==> config.mk <==
export PLATFORM = sky130hd
export DESIGN_NAME = mdio_controller
export DESIGN_NICKNAME = d
export VERILOG_FILES = /design/src/rtl/mdio_controller.sv
export SDC_FILE = /design/constraint.sdc
export NUM_CORES = 1
export LEC_CHECK = 0
export CORE_UTILIZATION = 57
export DETAILED_ROUTE_END_ITERATION = 8
export HOLD_SLACK_MARGIN = 0.02
export PLACE_DENSITY_LB_ADDON = 0.12
export SYNTH_ARGS = -nofsm -noshare
export SYNTH_HDL_FRONTEND = slang
export SYNTH_SLANG_ARGS = --single-unit
==> constraint.sdc <==
create_clock -name i_clk -period 3.9 [get_ports i_clk]
set_input_delay 0.39 -clock i_clk [delete_from_list [all_inputs] [get_ports i_clk]]
set_output_delay 0.39 -clock i_clk [all_outputs]
set_load 0.05 [all_outputs]
==> src/rtl/mdio_controller.sv <==
// -----------------------------------------------------------------------------
// mdio_controller
//   Serialises a 32-bit MDIO management frame onto MDC/MDIO_OUT, MSB first.
//   Read frames (OP = 2'b10) hand the line to the PHY for the last 16 bits and
//   capture the returned word. Write frames drive all 32 bits.
//
// Parameters
//   MDC_HALF      CLK cycles per MDC half-period (legal range 1..15)
//
// Ports
//   i_clk         system clock, rising edge
//   i_rst_n       active-low reset, asserts asynchronously, releases synchronously
//   i_mdio_start  level start request, taken in IDLE (or on the DONE exit edge)
//   i_t_data      frame: [31:30] ST, [29:28] OP, [27:23] PHY, [22:18] REG,
//                 [17:16] TA, [15:0] write data
//   i_mdio_in     serial read data from the PHY side
//   o_mdc         management clock
//   o_mdio_out    serial frame bit
//   o_mdio_oe     1 = controller drives MDIO
//   o_mdio_done   one-cycle pulse at the end of every frame
//   o_rd_data     last captured read word
//   o_data_rdy    one-cycle pulse with o_mdio_done, reads only
// -----------------------------------------------------------------------------
module mdio_controller #(
    parameter int MDC_HALF = 1
) (
    input  logic        i_clk,
    input  logic        i_rst_n,
    input  logic        i_mdio_start,
    input  logic [31:0] i_t_data,
    input  logic        i_mdio_in,
    output logic        o_mdc,
    output logic        o_mdio_out,
    output logic        o_mdio_oe,
    output logic        o_mdio_done,
    output logic [15:0] o_rd_data,
    output logic        o_data_rdy
);

    typedef enum logic [1:0] {
        S_IDLE = 2'd0,
        S_SEND = 2'd1,   // frame bits 0..15
        S_TAIL = 2'd2,   // frame bits 16..31
        S_DONE = 2'd3
    } state_t;

    localparam logic [3:0] DIV_LAST = 4'(MDC_HALF - 1);

    // Reset synchroniser: assertion passes straight through, release is
    // retimed to i_clk so the FSM never leaves reset on a partial cycle.
    logic [1:0] r_rst_sync;
    logic       w_rst_n;

    always_ff @(posedge i_clk or negedge i_rst_n) begin
        if (!i_rst_n) r_rst_sync <= 2'b00;
        else          r_rst_sync <= {r_rst_sync[0], 1'b1};
    end

    assign w_rst_n = r_rst_sync[1];

    state_t      r_state;
    state_t      w_next;
    logic [4:0]  r_bit;      // current frame bit, 0..31
    logic [3:0]  r_div;      // cycles spent in the current MDC half, 0..MDC_HALF-1
    logic        r_phase;    // 0 = MDC low half, 1 = MDC high half
    logic [31:0] r_shift;    // latched frame, current bit in [31]
    logic        r_is_rd;
    logic [15:0] r_rx;
    logic [15:0] r_rd_data;

    logic w_in_frame;
    logic w_start;
    logic w_half_end;
    logic w_bit_end;

    assign w_in_frame = (r_state == S_SEND) || (r_state == S_TAIL);
    // DONE accepts a start so a held start runs frames back to back with
    // DONE as the only gap cycle.
    assign w_start    = i_mdio_start && ((r_state == S_IDLE) || (r_state == S_DONE));
    assign w_half_end = w_in_frame && (r_div == DIV_LAST);
    assign w_bit_end  = w_half_end && r_phase;

    // ---------------- state register ----------------
    always_ff @(posedge i_clk or negedge w_rst_n) begin
        if (!w_rst_n) r_state <= S_IDLE;
        else          r_state <= w_next;
    end

    // ---------------- next-state logic ----------------
    always_comb begin
        w_next = r_state;
        case (r_state)
            S_IDLE: if (w_start) w_next = S_SEND;
            S_SEND: if (w_bit_end && (r_bit == 5'd15)) w_next = S_TAIL;
            S_TAIL: if (w_bit_end && (r_bit == 5'd31)) w_next = S_DONE;
            S_DONE: w_next = w_start ? S_SEND : S_IDLE;
            default: w_next = S_IDLE;
        endcase
    end

    // ---------------- datapath ----------------
    always_ff @(posedge i_clk or negedge w_rst_n) begin
        if (!w_rst_n) begin
            r_bit     <= 5'd0;
            r_div     <= 4'd0;
            r_phase   <= 1'b0;
            r_shift   <= 32'd0;
            r_is_rd   <= 1'b0;
            r_rx      <= 16'd0;
            r_rd_data <= 16'd0;
        end else if (w_start) begin
            r_shift <= i_t_data;
            r_is_rd <= (i_t_data[29:28] == 2'b10);
            r_bit   <= 5'd0;
            r_div   <= 4'd0;
            r_phase <= 1'b0;
            r_rx    <= 16'd0;
        end else if (w_in_frame) begin
            if (r_div == DIV_LAST) begin
                r_div   <= 4'd0;
                r_phase <= ~r_phase;
                if (!r_phase) begin
                    // MDC rising edge: sample the PHY during the read tail.
                    if (r_is_rd && r_bit[4])
                        r_rx <= {r_rx[14:0], i_mdio_in};
                end else begin
                    // Bit boundary (MDC falling): advance to the next bit.
                    r_shift <= {r_shift[30:0], 1'b0};
                    if (r_bit == 5'd31) begin
                        r_bit <= 5'd0;
                        // Publish on the edge into DONE so the word is valid
                        // while DATA_RDY is high.
                        if (r_is_rd) r_rd_data <= r_rx;
                    end else begin
                        r_bit <= r_bit + 5'd1;
                    end
                end
            end else begin
                r_div <= r_div + 4'd1;
            end
        end
    end

    // ---------------- outputs ----------------
    // All derived from registers that only move on bit boundaries, so OUT/OE
    // are stable across each MDC rising edge.
    assign o_mdc       = w_in_frame && r_phase;
    assign o_mdio_oe   = w_in_frame && !(r_is_rd && r_bit[4]);
    assign o_mdio_out  = o_mdio_oe && r_shift[31];
    assign o_mdio_done = (r_state == S_DONE);
    assign o_data_rdy  = (r_state == S_DONE) && r_is_rd;
    assign o_rd_data   = r_rd_data;

endmodule
* Word level (Yosys, flattened, before mapping)
Index checks and enable logic that the tools add are counted.
Operators by class: equality and inequality tests 10, reduce and logical (&&, ||, !) cells 24, muxes and demuxes 25, bitwise logic cells 2, $add $sub $neg 2
Operators by type and width (count):
- 32-bit 2-to-1 mux | 4
- 16-bit 2-to-1 mux | 5
- 5-bit 2-to-1 mux | 5
- 4-bit 2-to-1 mux | 3
- 1-bit logical AND | 10
- 2-bit case mux with 4 select lines | 1
- 2-bit nonzero test | 4
- 2-bit equality test (second input constant) | 3
- 2-bit 2-to-1 mux | 3
- 2-bit by 1-bit != test with 1-bit output (second input constant) | 3
- 3-bit AND reduction | 2
- 6-bit AND reduction | 1
- 5-bit by 1-bit adder with 5-bit output (second input constant) | 1
- 5-bit by 4-bit equality test with 1-bit output (second input constant) | 1
- 5-bit equality test (second input constant) | 1
- 4-bit by 1-bit adder with 4-bit output (second input constant) | 1
- 4-bit zero test | 1
- 1-bit 2-to-1 mux | 4
- 4-bit AND reduction | 1
- 2-bit by 1-bit equality test with 1-bit output (second input constant) | 1
- 2-bit zero test | 1
- 1-bit logical OR | 2
- 2-bit != test (second input constant) | 1
- 1-bit NOT | 2
- other kinds (2) | 2
Storage, ports and cells: register bits after elaboration 79, output and inout bits 21, word-level logic and storage cells 72, input port bits 36

* Longest topological paths before layout
word-level depth 7, mapped depth 8, gate-level depth less buffers 7

* Worst setup path after synthesis
OpenSTA, ideal clock, no wires.
kind flip-flop to output port, from register r_state[0], to output o_mdio_out, stages on the path, launching flop included 5, data arrival time 1572 ps, path buffers 1, setup slack 1938 ps, path through dfrtp_1 -> inv_1 -> ha_1 -> clkbuf_1 -> and3_1
Between the ends: cells in the longest elaborated chain, start to end 4, elaborated cells on any way between the ends 5
Ends and longest elaborated chain:
- start: declaration | RTL line 61 | state_t r_state;
- start signal: assignment | RTL line 86 | else r_state <= w_next;
- 2-bit by 1-bit equality test with 1-bit output or 2-bit equality test (tied branches) | RTL line 76 | assign w_in_frame = (r_state == S_SEND) || (r_state == S_TAIL);
- 1-bit logical OR (*) | RTL line 76
- 1-bit logical AND (*) | RTL line 148 | assign o_mdio_oe = w_in_frame && !(r_is_rd && r_bit[4]);
- 1-bit logical AND (*) | RTL line 149 | assign o_mdio_out = o_mdio_oe && r_shift[31];
- end: declaration | RTL line 33 | output logic o_mdio_out,
Mark *: on every way between the ends. The rest lies on a longest branch, timed or not.

* Worst setup path after layout
Same ends and word-level chain as after synthesis.

==> results.toml <==
[run_status]
run_status = "completed"

[worst_hold_path]
worstHoldPathType = "in -> async"

[clocking]
root_buffer = "sky130_fd_sc_hd__clkbuf_8"
cts-buffers-inserted = 9
insertion_delay_ns = 0.34
cts.path.max_buffers = 2
tritoncts_clock_tree = "built"
hold_buffers = 0
clock_tree.htree_level_count = 3
postcts_resize_cnt = 0
number_of_clock_sinks_seen_by_cts = 79
post_cts_setup_buffers = 0
clock_slew_at_reported_path_ffs_ns = 0.08

[drt]
detailedRoute.firstIterationViolations = 134
vias = 2612
drcViolationCount = 0
postRouteAntennaNets = 0
route.detailed.vias_per_inst = 5.51
routedWlPerCell_um = 13.9
firstDrtPassIters = 4
wire_length_reported_by_the_detailed_router_mm = 6.59

[cells_and_area]
layout.cells.most_common_list = "110 x sky130_fd_sc_hd__nand2_1, 78 x sky130_fd_sc_hd__dfrtp_1, 56 x sky130_fd_sc_hd__clkdlybuf4s50_1, 30 x sky130_fd_sc_hd__a22oi_1, 23 x sky130_fd_sc_hd__o21ai_0"
flow.area_growth_from_synthesis_pct = 22.0
final_nets = 439
antennaDiodeCount = 0
post_route_cells_drive_above_1_share_pct = 12.3
fin_cells = 474
layout_commonest_cell = "sky130_fd_sc_hd__nand2_1"
fill_cells = 417

[placed_design]
globalplace.congestion = 0.751
place_hpwl_mm = 4.44
pre_cts_ws_ns = 1.22
port_buffers = 56
numPlacedInstances = 458

[logic_synthesis]
postSynthNetCount = 387
synth_area_leader_cell = "sky130_fd_sc_hd__dfrtp_1"
synth.avg_cell_area_sq_um = 10.5
summed_instance_area_of_the_synthesized_netlist_sq_um = 3600
synth-edff-count = 0
async_flop_share_pct = 100
yosys-top-cells-area = "sky130_fd_sc_hd__dfrtp_1 55%, sky130_fd_sc_hd__nand2_1 11%, sky130_fd_sc_hd__a22oi_1 6.3%"
post-synth-top-area-fraction_pct = 55.0
postSynthRegisterBits = 79
gate_count_of_the_mapped_netlist = 342
synth_top_flop_cell = "sky130_fd_sc_hd__dfrtp_1"
yosys.cell_types.count = 42
seq_area_frac_synth_pct = 55.0
count_of_yosys_warnings_during_synthesis = 0

[run]
max_cap_violations = 0

[die]
core.rowCount = 28
die_height_um = 81.4
dieWidth_um = 81.4
initial_core_util_pct = 60.0
pin_count = 57
design.core.area_sq_um = 5990
die-area_sq_um = 6630

[sta]
max_slew.worst_pin.slew_ns = 0.955
fin_worst_skew_ns = 0.00936
setup_viol = 0
max_clock_freq_mhz = 351
worst_slack_ns = 1.05
hold_viol = 0
finalCritPeriodShare_pct = 73.1
rsz0062_at_grt = "no"
final_max_slew_viol_count = 0
relSlewSlack_pct = 36.4
final_layout_setup_total_negative_slack_ns = 0
fin_crit_ns = 2.85

[power]
fin_total_pwr_mw = 3.12
power_frac_clock_pct = 21.7
cell_leakage_power_nw = 2.10
power.share.combinational_pct = 39.8
power_density_nw_per_um2 = 711
power.share.sequential_pct = 38.5
netSwitchingPower_mw = 1.25
p_int_mw = 1.87
power_switching_share_pct = 40.0
worst_ir_drop_vdd_mv = 0.413

[worst_setup_path]
worstReg2RegEnd = "r_shift[22]"
worst_reg_to_reg_setup_slack_ns = 1.18
worstSetupEndpointType = "output pin"
family_of_cells_with_the_greatest_summed_delay_on_the_critical_path = "buffers and inverters"
worstSetupPathType = "reg -> out"
worstPathCellList = "inv_1, ha_1, and3_1, clkdlybuf4s50_1"
cp_num_buf_inv = 2
critPathLaunchType = "flop"
cp_data_required_time_ns = 3.51
cp_arrival_ns = 2.46
critical-path-slowest-cell = "sky130_fd_sc_hd__clkdlybuf4s50_1"
crit-reg2reg-launch = "r_state[0]"
timing.reg2reg.worst_path_depth = 7
critical_path.max_stage_delay_ns = 0.80
crit_path_max_fanout = 15

[global_route]
gr-usage-all-layers_pct = 23.1
grt_pass1_vias = 2564
grt_remaining_overflow = 0
grt_pass1_wl_mm = 11.4
maximum_number_of_pins_on_one_net_before_global_route_repair = 78
antenna_found_initial = 0
-- area by class of cell --
| class | instances | area (sq um) | area share [%] |
|---|---|---|---|
| clock buffers | 9 | 124 | 2.82 |
| flip-flops and latches | 79 | 1980 | 45.1 |
| inverters | 6 | 22.5 | 0.513 |
| well taps | 75 | 93.8 | 2.14 |
| clock inverters | 7 | 100 | 2.28 |
| repair buffers | 60 | 591 | 13.5 |
| multi-input cells | 238 | 1480 | 33.7 |
-- cells by family after synthesis --
logic type,Yosys count,share of synthesized area (%)
AND/OR/NAND/NOR,142,18.5
XOR/XNOR,1,0.244
AO/OA/AOI/OAI,66,12.1
adder cells (fa/ha/maj),9,3.13
flip-flops,79,55.0
other,1,0.104
multiplexers,19,6.92
buffers and inverters,25,4.03
-- power by group through the flow --
stage	sequential [mW]	clock, mW	combinational, mW
floorplan	1.17	0	1.04
global placement	1.21	0	1.20
detailed placement	1.21	0	1.25
CTS	1.20	0.690	1.25
global route	1.23	0.729	1.40
finish	1.20	0.676	1.24
-- per-layer routing --
layer  GRT usage, %  wire length (um)  vias to the layer above
li1               -                 -                     1268
met1           29.5              2900                     1279
met2           38.0              3330                       53
met3           4.11               225                       12
met4           11.1               136                        0
met5              0                 0                        -
-- worst max path at each step --
stage | startpoint | slack, ns | cells past startpoint | end
2_1_floorplan | r_rst_sync[1] | 1.54 | 0 | o_rd_data[0]
3_3_place_gp | r_state[0] | 1.33 | 7 | r_shift[30]
3_5_place_dp | r_state[0] | 1.22 | 7 | r_shift[22]
4_1_cts | r_state[0] | 1.04 | 4 | o_mdio_out
5_1_grt | r_state[0] | 0.93 | 4 | o_mdio_out
6_report | r_state[0] | 1.05 | 4 | o_mdio_out
-- worst reg2reg max path: cells and delay by family, from the launching register on --
family / cells / cell delay [ns]
flops: 1 / 0.40
fa+ha+maj: 1 / 0.59
buf+inv: 2 / 0.40
compound gates: 1 / 0.09
simple gates: 3 / 1.18
-- metrics by stage --
step | hold slack [ns] | cell area [sq um] | utilization, %
after floorplan | 0.0944 | 3600 | -
after global placement | 0.343 | 4170 | 69.5
after detailed placement | 0.341 | 4170 | 69.5
after CTS | 0.193 | 4390 | 73.3
after global routing | 0.193 | 4390 | 73.3
final | 0.198 | 4390 | 73.3
-- cells in the mapped netlist, types with 2 or more instances --
cell	instances
sky130_fd_sc_hd__nand3_1	8
sky130_fd_sc_hd__mux2i_1	2
sky130_fd_sc_hd__nor2b_1	2
sky130_fd_sc_hd__buf_2	7
sky130_fd_sc_hd__buf_6	5
sky130_fd_sc_hd__o21ai_1	2
sky130_fd_sc_hd__nand2_4	2
sky130_fd_sc_hd__mux2_4	10
sky130_fd_sc_hd__nand2_1	110
sky130_fd_sc_hd__clkbuf_1	5
sky130_fd_sc_hd__a32o_1	2
sky130_fd_sc_hd__and3_1	2
sky130_fd_sc_hd__ha_1	9
sky130_fd_sc_hd__o21ai_0	23
sky130_fd_sc_hd__a21oi_1	4
sky130_fd_sc_hd__dfrtp_1	79
sky130_fd_sc_hd__nor2_1	3
sky130_fd_sc_hd__a22oi_1	30
sky130_fd_sc_hd__and2_1	4
sky130_fd_sc_hd__inv_1	6
sky130_fd_sc_hd__mux2_2	6
-- registers in the layout (all words and copies together), names as in the netlist --
signal,flops
r_shift,32
o_rd_data,16
r_rx,16
r_bit,5
r_div,4
r_rst_sync,2
r_state,2
r_is_rd,1
r_phase,1
Note: power is estimated with default switching activity, not from simulation.
